<file path="src/rtl/cmsdk_ahb_to_flash16.sv">
// AHB-Lite read-only bridge onto a 16-bit flash with a fixed number of wait states.
// Word reads are split into two halfword flash accesses; writes and misaligned words get ERROR.
module cmsdk_ahb_to_flash16 #(
    parameter int unsigned AW = 16,
    parameter int unsigned WS = 0
) (
    input  logic          HCLK,
    input  logic          HRESETn,
    input  logic          HSEL,
    input  logic [AW-1:0] HADDR,
    input  logic [1:0]    HTRANS,
    input  logic [2:0]    HSIZE,
    input  logic          HWRITE,
    input  logic          HREADY,
    output logic          HREADYOUT,
    output logic          HRESP,
    output logic [31:0]   HRDATA,
    output logic [AW-2:0] flash_addr,
    input  logic [15:0]   flash_rdata
);

    localparam int unsigned CW = (WS < 1) ? 1 : $clog2(WS + 1);
    localparam logic [CW-1:0] WS_C = CW'(WS);

    typedef enum logic [2:0] {
        S_IDLE   = 3'd0,
        S_ACC_LO = 3'd1,
        S_ACC_HI = 3'd2,
        S_ERR1   = 3'd3,
        S_ERR2   = 3'd4
    } state_t;

    state_t          state_q, state_d;
    logic [CW-1:0]   cnt_q, cnt_d;
    logic            hready_q, hready_d;
    logic            hresp_q, hresp_d;
    logic [31:0]     hrdata_q, hrdata_d;
    logic [AW-2:0]   faddr_q, faddr_d;
    logic            lane_q, lane_d;
    logic            word_q, word_d;

    logic            accept_c;
    logic            is_word_c;
    logic            err_c;
    logic            sample_c;
    logic            unused_c;

    // Address-phase decode, only meaningful while idle
    assign accept_c  = HSEL & HREADY & HTRANS[1];
    assign is_word_c = (HSIZE == 3'd2);
    assign err_c     = HWRITE | (is_word_c & (HADDR[1:0] != 2'b00));
    assign sample_c  = (cnt_q == WS_C);
    assign unused_c  = ^{HTRANS[0], HADDR[0]};

    always_ff @(posedge HCLK or negedge HRESETn) begin
        if (!HRESETn) begin
            state_q  <= S_IDLE;
            cnt_q    <= '0;
            hready_q <= 1'b1;
            hresp_q  <= 1'b0;
            hrdata_q <= '0;
            faddr_q  <= '0;
            lane_q   <= 1'b0;
            word_q   <= 1'b0;
        end else begin
            state_q  <= state_d;
            cnt_q    <= cnt_d;
            hready_q <= hready_d;
            hresp_q  <= hresp_d;
            hrdata_q <= hrdata_d;
            faddr_q  <= faddr_d;
            lane_q   <= lane_d;
            word_q   <= word_d;
        end
    end

    always_comb begin
        state_d  = state_q;
        cnt_d    = cnt_q;
        hready_d = hready_q;
        hresp_d  = hresp_q;
        hrdata_d = hrdata_q;
        faddr_d  = faddr_q;
        lane_d   = lane_q;
        word_d   = word_q;

        case (state_q)
            S_IDLE: begin
                hready_d = 1'b1;
                hresp_d  = 1'b0;
                if (accept_c) begin
                    if (err_c) begin
                        state_d  = S_ERR1;
                        hready_d = 1'b0;
                        hresp_d  = 1'b1;
                    end else begin
                        state_d  = S_ACC_LO;
                        hready_d = 1'b0;
                        cnt_d    = '0;
                        hrdata_d = '0;
                        faddr_d  = {HADDR[AW-1:2], (is_word_c ? 1'b0 : HADDR[1])};
                        lane_d   = ~is_word_c & HADDR[1];
                        word_d   = is_word_c;
                    end
                end
            end

            // Flash data is only trusted once WS cycles have elapsed on this address
            S_ACC_LO: begin
                if (sample_c) begin
                    if (word_q) begin
                        hrdata_d[15:0] = flash_rdata;
                        faddr_d[0]     = 1'b1;
                        cnt_d          = '0;
                        state_d        = S_ACC_HI;
                    end else begin
                        if (lane_q) begin
                            hrdata_d[31:16] = flash_rdata;
                        end else begin
                            hrdata_d[15:0] = flash_rdata;
                        end
                        hready_d = 1'b1;
                        state_d  = S_IDLE;
                    end
                end else begin
                    cnt_d = cnt_q + CW'(1);
                end
            end

            S_ACC_HI: begin
                if (sample_c) begin
                    hrdata_d[31:16] = flash_rdata;
                    hready_d        = 1'b1;
                    state_d         = S_IDLE;
                end else begin
                    cnt_d = cnt_q + CW'(1);
                end
            end

            // Two-cycle ERROR response: low/ERROR, then high/ERROR
            S_ERR1: begin
                hready_d = 1'b1;
                hresp_d  = 1'b1;
                state_d  = S_ERR2;
            end

            S_ERR2: begin
                hready_d = 1'b1;
                hresp_d  = 1'b0;
                state_d  = S_IDLE;
            end

            default: begin
                hready_d = 1'b1;
                hresp_d  = 1'b0;
                state_d  = S_IDLE;
            end
        endcase
    end

    assign HREADYOUT  = hready_q;
    assign HRESP      = hresp_q;
    assign HRDATA     = hrdata_q;
    assign flash_addr = faddr_q;

endmodule

</file>
<file path="config.mk">
export PLATFORM = sky130hd
export DESIGN_NAME = cmsdk_ahb_to_flash16
export DESIGN_NICKNAME = d
export VERILOG_FILES = /design/src/rtl/cmsdk_ahb_to_flash16.sv
export SDC_FILE = /design/constraint.sdc
export NUM_CORES = 1
export LEC_CHECK = 0
export BUFFER_PORTS_ARGS = -buffer_cell sky130_fd_sc_hd__buf_4
export CAP_MARGIN = 20
export CORE_MARGIN = 3
export CORE_UTILIZATION = 51
export CTS_CLUSTER_SIZE = 12
export DETAILED_ROUTE_END_ITERATION = 6
export PLACE_DENSITY = 0.89
export SETUP_SLACK_MARGIN = 0.5
export SYNTH_ARGS = -nofsm -noshare
export SYNTH_HDL_FRONTEND = slang
export SYNTH_SLANG_ARGS = --single-unit
</file>
<file path="constraint.sdc">
create_clock -name HCLK -period 3 [get_ports HCLK]
set_input_delay 0.15 -clock HCLK [delete_from_list [all_inputs] [get_ports HCLK]]
set_output_delay 0.15 -clock HCLK [all_outputs]
set_load 0.005 [all_outputs]
</file>
==> metrics.md, run 1 <==
| Metric | Value |
|---|---|
| Status | finished, final reports clean |
| Post-Syn Nets | 219 |
| Setup CP Type | flip-flop to flip-flop |
| FMAX | 483 MHz |
| Final critical-path share of the clock period | 69.1% |
| GR met2 Demand/Resource | around 33% |
| Flops & latches, synth | between 50 and 60 |
| CP endpoint kind | flip-flop |
| GRT overflow | 0 |
| Slew margin rel. | approximately 51% |
| Hold EP | HRDATA[27]$_DFFE_PN0P_ |
| Crit-path leading delay family | compound AO/OA/AOI/OAI gates |
| First-pass GRT wire length | 8400 um |
| Fin. Hold Viols | 0 |
| Worst r2r src | state_q[0]$_DFFE_PN0P_ |
| R2R depth | 5 |
| Met1 GRT Util | 25.6% |
| Most instantiated cells after synthesis | dfrtp_1 (53), inv_1 (20), a22o_1 (16), o211ai_1 (16), o21ai_0 (16) |
| Final net count | 310 |
| Post-synth ARST share | 100% |
| Vias | 1748 |
| Antenna violations before repair | 0 |
| Postcts setup bufs | 0 |
| Met3 usage | 8.73% |
| Maximum VDD drop | 0.395 mV |
| GRT busiest layer | met2 |
| CP peak stage delay | 0.47 ns |
| Placer Congestion | 0.788 |
| RSZ-0062 raised after global routing | no |
| Worst path slowest cell | dfrtp_1 |
| Switch Pwr | 0.567 mW |
| Most used flip-flop cell after synthesis | dfrtp_1 |
| Final setup viols | 0 |
| Post-synthesis area per instance | 12.6 um^2 |
| Leakage Power | between 1 and 1.5 nW |
| Max-slew violations | 0 |
| Syn Inst Count | 177 |
| Count leader, synth | dfrtp_1 |
| Top Ports | between 90 and 100 |
| DRC violations left | 0 |
| Clock Tree Root | clkbuf_8 |
| Shortest period the worst path allows | 2.07 ns |
| CP Buf/Inv Count | 1 |
| Die area | 0.00519 mm^2 |
| Clk sinks | 54 |
| RR Endpoint | HRDATA[7]$_DFFE_PN0P_ |
| DP Wirelength | 3780 um |
| Worst-margin pin slew | 0.738 ns |
| Share of the synthesized area in the top cell type | 59.7% |
| Mean number of vias per cell | roughly 5.5 |
| Core area | just over 0.004 mm^2 |
| CTS H-Tree Depth | 2 |
| Vias in the first global route | 1796 |
| All-Layer GR Usage | 20.7% |
| Final ANT Viol Nets | 0 |
| Sequential power share | between 40% and 50% |
| Fillcell total | 278 |
| Setup TNS | 0 ns |
| Fin cells | 318 |
| Clk Latency, worst-skew pair | approximately 0.3 ns |
| Power Dens Cells | 689 mW/mm^2 |
| Worst Path Required | 3.17 ns |
| Worst Path Arrival | 2.24 ns |
| Sequential element share of the synthesized area | 60.9% |
| Diodes inserted | 0 |
| Pin count of the biggest net entering global routing | 55 |
| PortBufs | between 80 and 90 |
| Layout cells sized above 1 | 45.5% |
| Combinational share of power | 28.0% |
| EDFF count, synth | 0 |
| Die X | 72.0 um |
| Layout area overhead | 37.1% |
| CTS tree | done |
| Hold_sp | flash_rdata[11] |
| Clock power frac | roughly a quarter |
| Setup crit start kind | flip-flop |
| DR pass1 iterations | 4 |
| Internal Pwr Total | between 1.5 and 2 mW |
| Dpl cells | 310 |
| Crit Path Max Fanout | 21 |
| Clock buffer depth | 2 |
| Sw frac | around 27% |
| MaxCap Viol Count | 0 |
| Synthesized cell area | roughly 0.0022 mm^2 |
| WL final | about 5200 um |
| Cts bufs inserted | 5 |
| Yosys warnings | 0 |
| Area contributors post-synth | dfrtp_1 (60%), mux2_2 (7.6%), a22o_1 (6.3%) |
| Skew final | 0.00693 ns |
| CTS clk-pin slew, worst paths | 0.09 ns |
| Initial core utilization | a little over half |
| Hold depth | 2 |
| Largest area contributor in the netlist | dfrtp_1 |
| Overall die height | 72.0 um |
| Initial DRC count | 103 |
| Avg WL per Cell | 16.4 um |
| Row count | 23 |
| Yosys cell types | 32 |
| CP Cell Sequence | or3_4 > a2111oi_4 > buf_4 > a21o_2 > o21ai_0 |
| Hold crit path type | primary input to flip-flop |
| R2r setup slk | 0.93 ns |
power groups by stage:
stage	Sequential, mW	Clock [mW]	Combinational [mW]
6_report	1.02	0.492	0.588
5_1_grt	1.04	0.532	0.649
4_1_cts	1.02	0.504	0.600
3_5_place_dp	1.03	0	0.596
3_3_place_gp	1.03	0	0.571
2_1_floorplan	1.03	0	0.205
layout by cell type, fill, tap and decap left out:
master / instances
inv_1: 20
dlygate4sd3_1: 1
mux2i_1: 2
o31ai_1: 2
nor2_1: 3
o311a_1: 1
dfrtp_1: 53
nor3b_1: 2
and2_1: 1
a211oi_1: 2
o21ai_0: 16
bufinv_16: 1
buf_4: 94
or3_4: 1
nand2_1: 2
and3_1: 1
o22ai_1: 1
or2_2: 1
nand2b_1: 2
a21oi_1: 2
o221ai_1: 1
a2111oi_4: 1
o211ai_1: 16
nand3_1: 1
nor3_2: 1
dfstp_2: 1
a21o_2: 1
a22o_1: 16
clkbuf_8: 6
a31oi_1: 1
mux2_2: 15
state kept, by name, indices dropped and copies added, names as in the netlist:
register,flops
HREADYOUT,1
flash_addr,15
word_q,1
HRESP,1
lane_q,1
HRDATA,32
state_q,3
layout make-up:
cell class	instances	area, um^2	share of cell area, %
Multi-Input combinational cell	92	728	23.9
Clock inverter	1	30.0	0.986
Timing Repair Buffer	95	716	23.5
Tap cell	50	62.6	2.05
Clock buffer	6	82.6	2.71
Inverter	20	75.1	2.46
Sequential cell	54	1350	44.4
worst reg2reg max path, delay by kind of cell (launching register included):
family	cells	cell delay (ns)
compound gates	3	0.71
flops	1	0.47
simple gates	1	0.45
buf+inv	1	0.31
worst max path at each step:
stage	start	slack, ns	cells past startpoint	end
3_3_place_gp	state_q[0]$_DFFE_PN0P_	0.97	5	HRDATA[9]$_DFFE_PN0P_
5_1_grt	state_q[0]$_DFFE_PN0P_	0.76	5	HRDATA[8]$_DFFE_PN0P_
4_1_cts	state_q[0]$_DFFE_PN0P_	0.90	5	HRDATA[7]$_DFFE_PN0P_
3_5_place_dp	state_q[0]$_DFFE_PN0P_	0.93	5	HRDATA[7]$_DFFE_PN0P_
6_report	state_q[0]$_DFFE_PN0P_	0.93	5	HRDATA[7]$_DFFE_PN0P_
2_1_floorplan	state_q[0]$_DFFE_PN0P_	0.97	5	flash_addr[10]$_DFFE_PN0P_
stage by stage:
step | hold WS (ns) | util, % | power (mW) | setup WS [ns] | cell area, um^2
2_1_floorplan | -0.146 | - | 1.23 | 0.967 | 2220
3_3_place_gp | 0.224 | 71.1 | 1.60 | 0.973 | 2920
3_5_place_dp | 0.228 | 71.1 | 1.63 | 0.925 | 2920
4_1_cts | 0.0683 | 74.0 | 2.12 | 0.901 | 3050
5_1_grt | 0.0574 | 74.0 | 2.22 | 0.755 | 3050
6_report | 0.0760 | 74.0 | 2.10 | 0.928 | 3050
cell families (layout without fill, tap and decap cells):
group / count (synthesis) / in the layout / synth area share (%)
flops: 54 / 54 / 60.9
mux: 17 / 17 / 8.50
buf+inv: 31 / 122 / 6.59
compound gates: 60 / 60 / 20.2
simple gates: 15 / 15 / 3.89
per-layer routing:
metal / share of wire [%] / wire length [um] / vias to the layer above
met5: 0 / 0 / -
met4: 0.81 / 42 / 0
met3: 11 / 598 / 5
met2: 47 / 2460 / 85
met1: 40 / 2110 / 842
li1: - / - / 816
repair_timing:
item,in CTS,in global routing
hold buffers,1,0
gates resized for setup,0,0
endpoints found under the hold margin,53,0
No activity file was read; power rests on OpenSTA's default activity.
==> run 2, diff against run 1 <==
- CORE_UTILIZATION: 51 -> 43
- PLACE_DENSITY: 0.89 -> 0.8
- clock period: 3 -> 1.9 ns (I/O delays scaled with it)
==> run 2 against run 1 <==
Compared with the run above:
- clock power increased by 29%
- setup slack lost 0.77 ns
- power increased by 56%
- largest power group unchanged
- non-clock buffer count grew 16
- final cell count is 11% higher
- final area up 8.7%
- sequential share of layout area down 3.5 points
- via count is 3.9% higher
- register-to-register slack got worse by 0.77 ns
- combinational power rose by 77%
- worst hold slack lost 0.061 ns
- largest cell class unchanged
==> metrics.md, run 2 (same netlist as run 1, synthesis figures left out) <==
| Metric | Value |
|---|---|
| CTS H-Tree Depth | 2 (unchanged) |
| Clock buffer depth | 2 (unchanged) |
| Skew final | 0.00783 ns (+0.000894 ns) |
| GRT overflow | 0 (unchanged) |
| Core area | 0.00485 mm^2 (+18%) |
| Final ANT Viol Nets | 0 (unchanged) |
| Worst-margin pin slew | 0.678 ns (-0.0596 ns) |
| Worst Path Arrival | 1.95 ns (-0.29 ns) |
| Clk Latency, worst-skew pair | 0.30 ns (about the same) |
| CP Buf/Inv Count | 2 (+1) |
| Avg WL per Cell | 16.9 um (+3.2%) |
| Pin count of the biggest net entering global routing | 55 (unchanged) |
| Fillcell total | 372 (+34%) |
| Setup crit start kind | flip-flop |
| Power Dens Cells | 992 mW/mm^2 (+44%) |
| Vias in the first global route | 1909 (+6.3%) |
| First-pass GRT wire length | 9430 um (+12%) |
| CP endpoint kind | flip-flop |
| Placer Congestion | 0.785 (-0.29%) |
| MaxCap Viol Count | 0 (unchanged) |
| Top Ports | 91 (unchanged) |
| Worst hold slack | 0.0149 ns (-0.0611 ns) |
| Initial DRC count | 175 (+70%) |
| Overall die height | 77.9 um (+8.2%) |
| Crit-path leading delay family | simple AND/OR/NAND/NOR gates |
| WL final | 5970 um (+15%) |
| Switch Pwr | 0.953 mW (+68%) |
| Sequential power share | 49.1% (+0.5 points) |
| Final critical-path share of the clock period | 91.9% (+23 points) |
| Initial core utilization | 45.8% (-8.2 points) |
| Worst Path Required | 2.10 ns (-1.07 ns) |
| FMAX | 573 MHz (+19%) |
| Clk sinks | 54 (unchanged) |
| DRC violations left | 0 (unchanged) |
| Sw frac | 29.0% (+2.0 points) |
| Most frequent cells in the layout | buf_4 (98), dfrtp_1 (53), inv_1 (20) |
| Maximum VDD drop | 0.565 mV (+43%) |
| Max-slew violations | 0 (unchanged) |
| Fin. Hold Viols | 0 (unchanged) |
| Max FFs per register | 32 (unchanged) |
| Leakage Power | 1.61 nW (+8.1%) |
| Final Cell Area | 0.00331 mm^2 (+8.7%) |
| Die area | 0.00607 mm^2 (+17%) |
| Row count | 25 (+8.7%) |
| Worst path slowest cell | or3_4 |
| All-Layer GR Usage | 19.7% (-1.0 points) |
| Diodes inserted | 0 (unchanged) |
| Final setup viols | 0 (unchanged) |
| Clock Tree Root | clkbuf_8 |
| Combinational share of power | 31.6% (+3.6 points) |
| Commonest non-fill, non-tap cell in the layout | buf_4 |
| Die X | 77.9 um (+8.2%) |
| Antenna violations before repair | 0 (unchanged) |
| DR pass1 iterations | 4 (unchanged) |
| RSZ-0062 raised after global routing | yes |
| Slew margin rel. | 54.8% (+4.1 points) |
| Multi-input gate area | 783 um^2 (+7.6%) |
| Final net count | 327 (+5.5%) |
| Layout area overhead | 49.0% |
| CTS tree | done |
| Cts bufs inserted | 5 (unchanged) |
| Layout cells sized above 1 | 50.0% (+4.5 points) |
| CP Cell Sequence | or3_4 > a2111oi_4 > buf_6 > buf_16 > mux2_2 |
| Vias | 1817 (+3.9%) |
| Shortest period the worst path allows | 1.75 ns (-0.326 ns) |
| DP Area | 0.00300 mm^2 (+2.5%) |
| PortBufs | 89 (unchanged) |
| DP Wirelength | 3710 um (-1.8%) |
| Clock power frac | 19.3% (-4.1 points) |
| CTS clk-pin slew, worst paths | 0.10 ns (about the same) |
| Status | finished, final reports clean |
| Crit Path Max Fanout | 9 (-57%) |
| Hold crit path type | primary input to flip-flop |
| CP peak stage delay | 0.41 ns (-0.06 ns) |
| Setup CP Type | flip-flop to flip-flop |
| Mean number of vias per cell | 5.15 (-6.4%) |
| Register Area | 0.00135 mm^2 (unchanged) |
| Internal Pwr Total | 2.33 mW (+52%) |
==> run 2: worst paths after layout <==
path / depth (start not counted) / slack, ns / end / start
max in group asynchronous: 2 / 1.07 / HRDATA[10]$_DFFE_PN0P_ / HRESETn
worst max register to register: 5 / 0.15 / flash_addr[11]$_DFFE_PN0P_ / state_q[0]$_DFFE_PN0P_
worst min-delay path: 2 / 0.01 / flash_addr[5]$_DFFE_PN0P_ / HADDR[6]
worst max-delay path: 5 / 0.15 / flash_addr[11]$_DFFE_PN0P_ / state_q[0]$_DFFE_PN0P_
worst min register to register: 1 / 0.51 / HRDATA[31]$_DFFE_PN0P_ / HRDATA[31]$_DFFE_PN0P_
min in group asynchronous: 2 / 0.37 / flash_addr[11]$_DFFE_PN0P_ / HRESETn
==> run 2: what timing repair did <==
item	CTS	global route
pin swaps	0	5
setup endpoints to repair	49	49
hold buffers	1	0
cloned	4	2
endpoints found under the hold margin	53	0
gates resized for setup	12	4
setup buffers	4	3
==> run 2: worst register-to-register path, delay by kind of cell, from the launching register on <==
kind | cells | cell delay, ns
AO/OA/AOI/OAI | 1 | 0.21
AND/OR/NAND/NOR | 1 | 0.41
flip-flops | 1 | 0.38
buffers and inverters | 2 | 0.32
multiplexers | 1 | 0.33
==> run 2: power groups by stage <==
stage / registers (mW) / clock network, mW / logic [mW]
floorplan: 1.63 / 0 / 0.351
global placement: 1.62 / 0 / 0.953
detailed placement: 1.63 / 0 / 0.983
CTS: 1.61 / 0.654 / 1.03
global route: 1.65 / 0.703 / 1.14
finish: 1.61 / 0.635 / 1.04
==> run 2: per-layer routing <==
metal,GRT usage [%],routed length [um],vias to the layer above
met1,25.2,2480,884
met5,0,0,-
met3,4.87,380,5
met4,4.98,42,0
li1,-,-,859
met2,33.4,3060,69
==> run 2: cell type report <==
class	instances	share of cell area (%)
timing repair buffer	111	28.1
multi-input combinational	93	23.7
tap	67	2.53
clock inverter	2	0.416
clock buffer	6	2.19
inverter	20	2.27
sequential	54	40.9
==> run 2: through the flow <==
stage	power, mW	worst slack (ns)	std cells	util [%]	TNS, ns
after CTS	3.30	0.157	348	66.9	0
final	3.29	0.153	353	68.3	0
after floorplan	1.98	-0.0530	177	-	-0.544
after detailed placement	2.61	0.0349	331	61.8	0
after global placement	2.57	0.0859	331	61.8	0
after global routing	3.49	0.0793	353	68.3	0
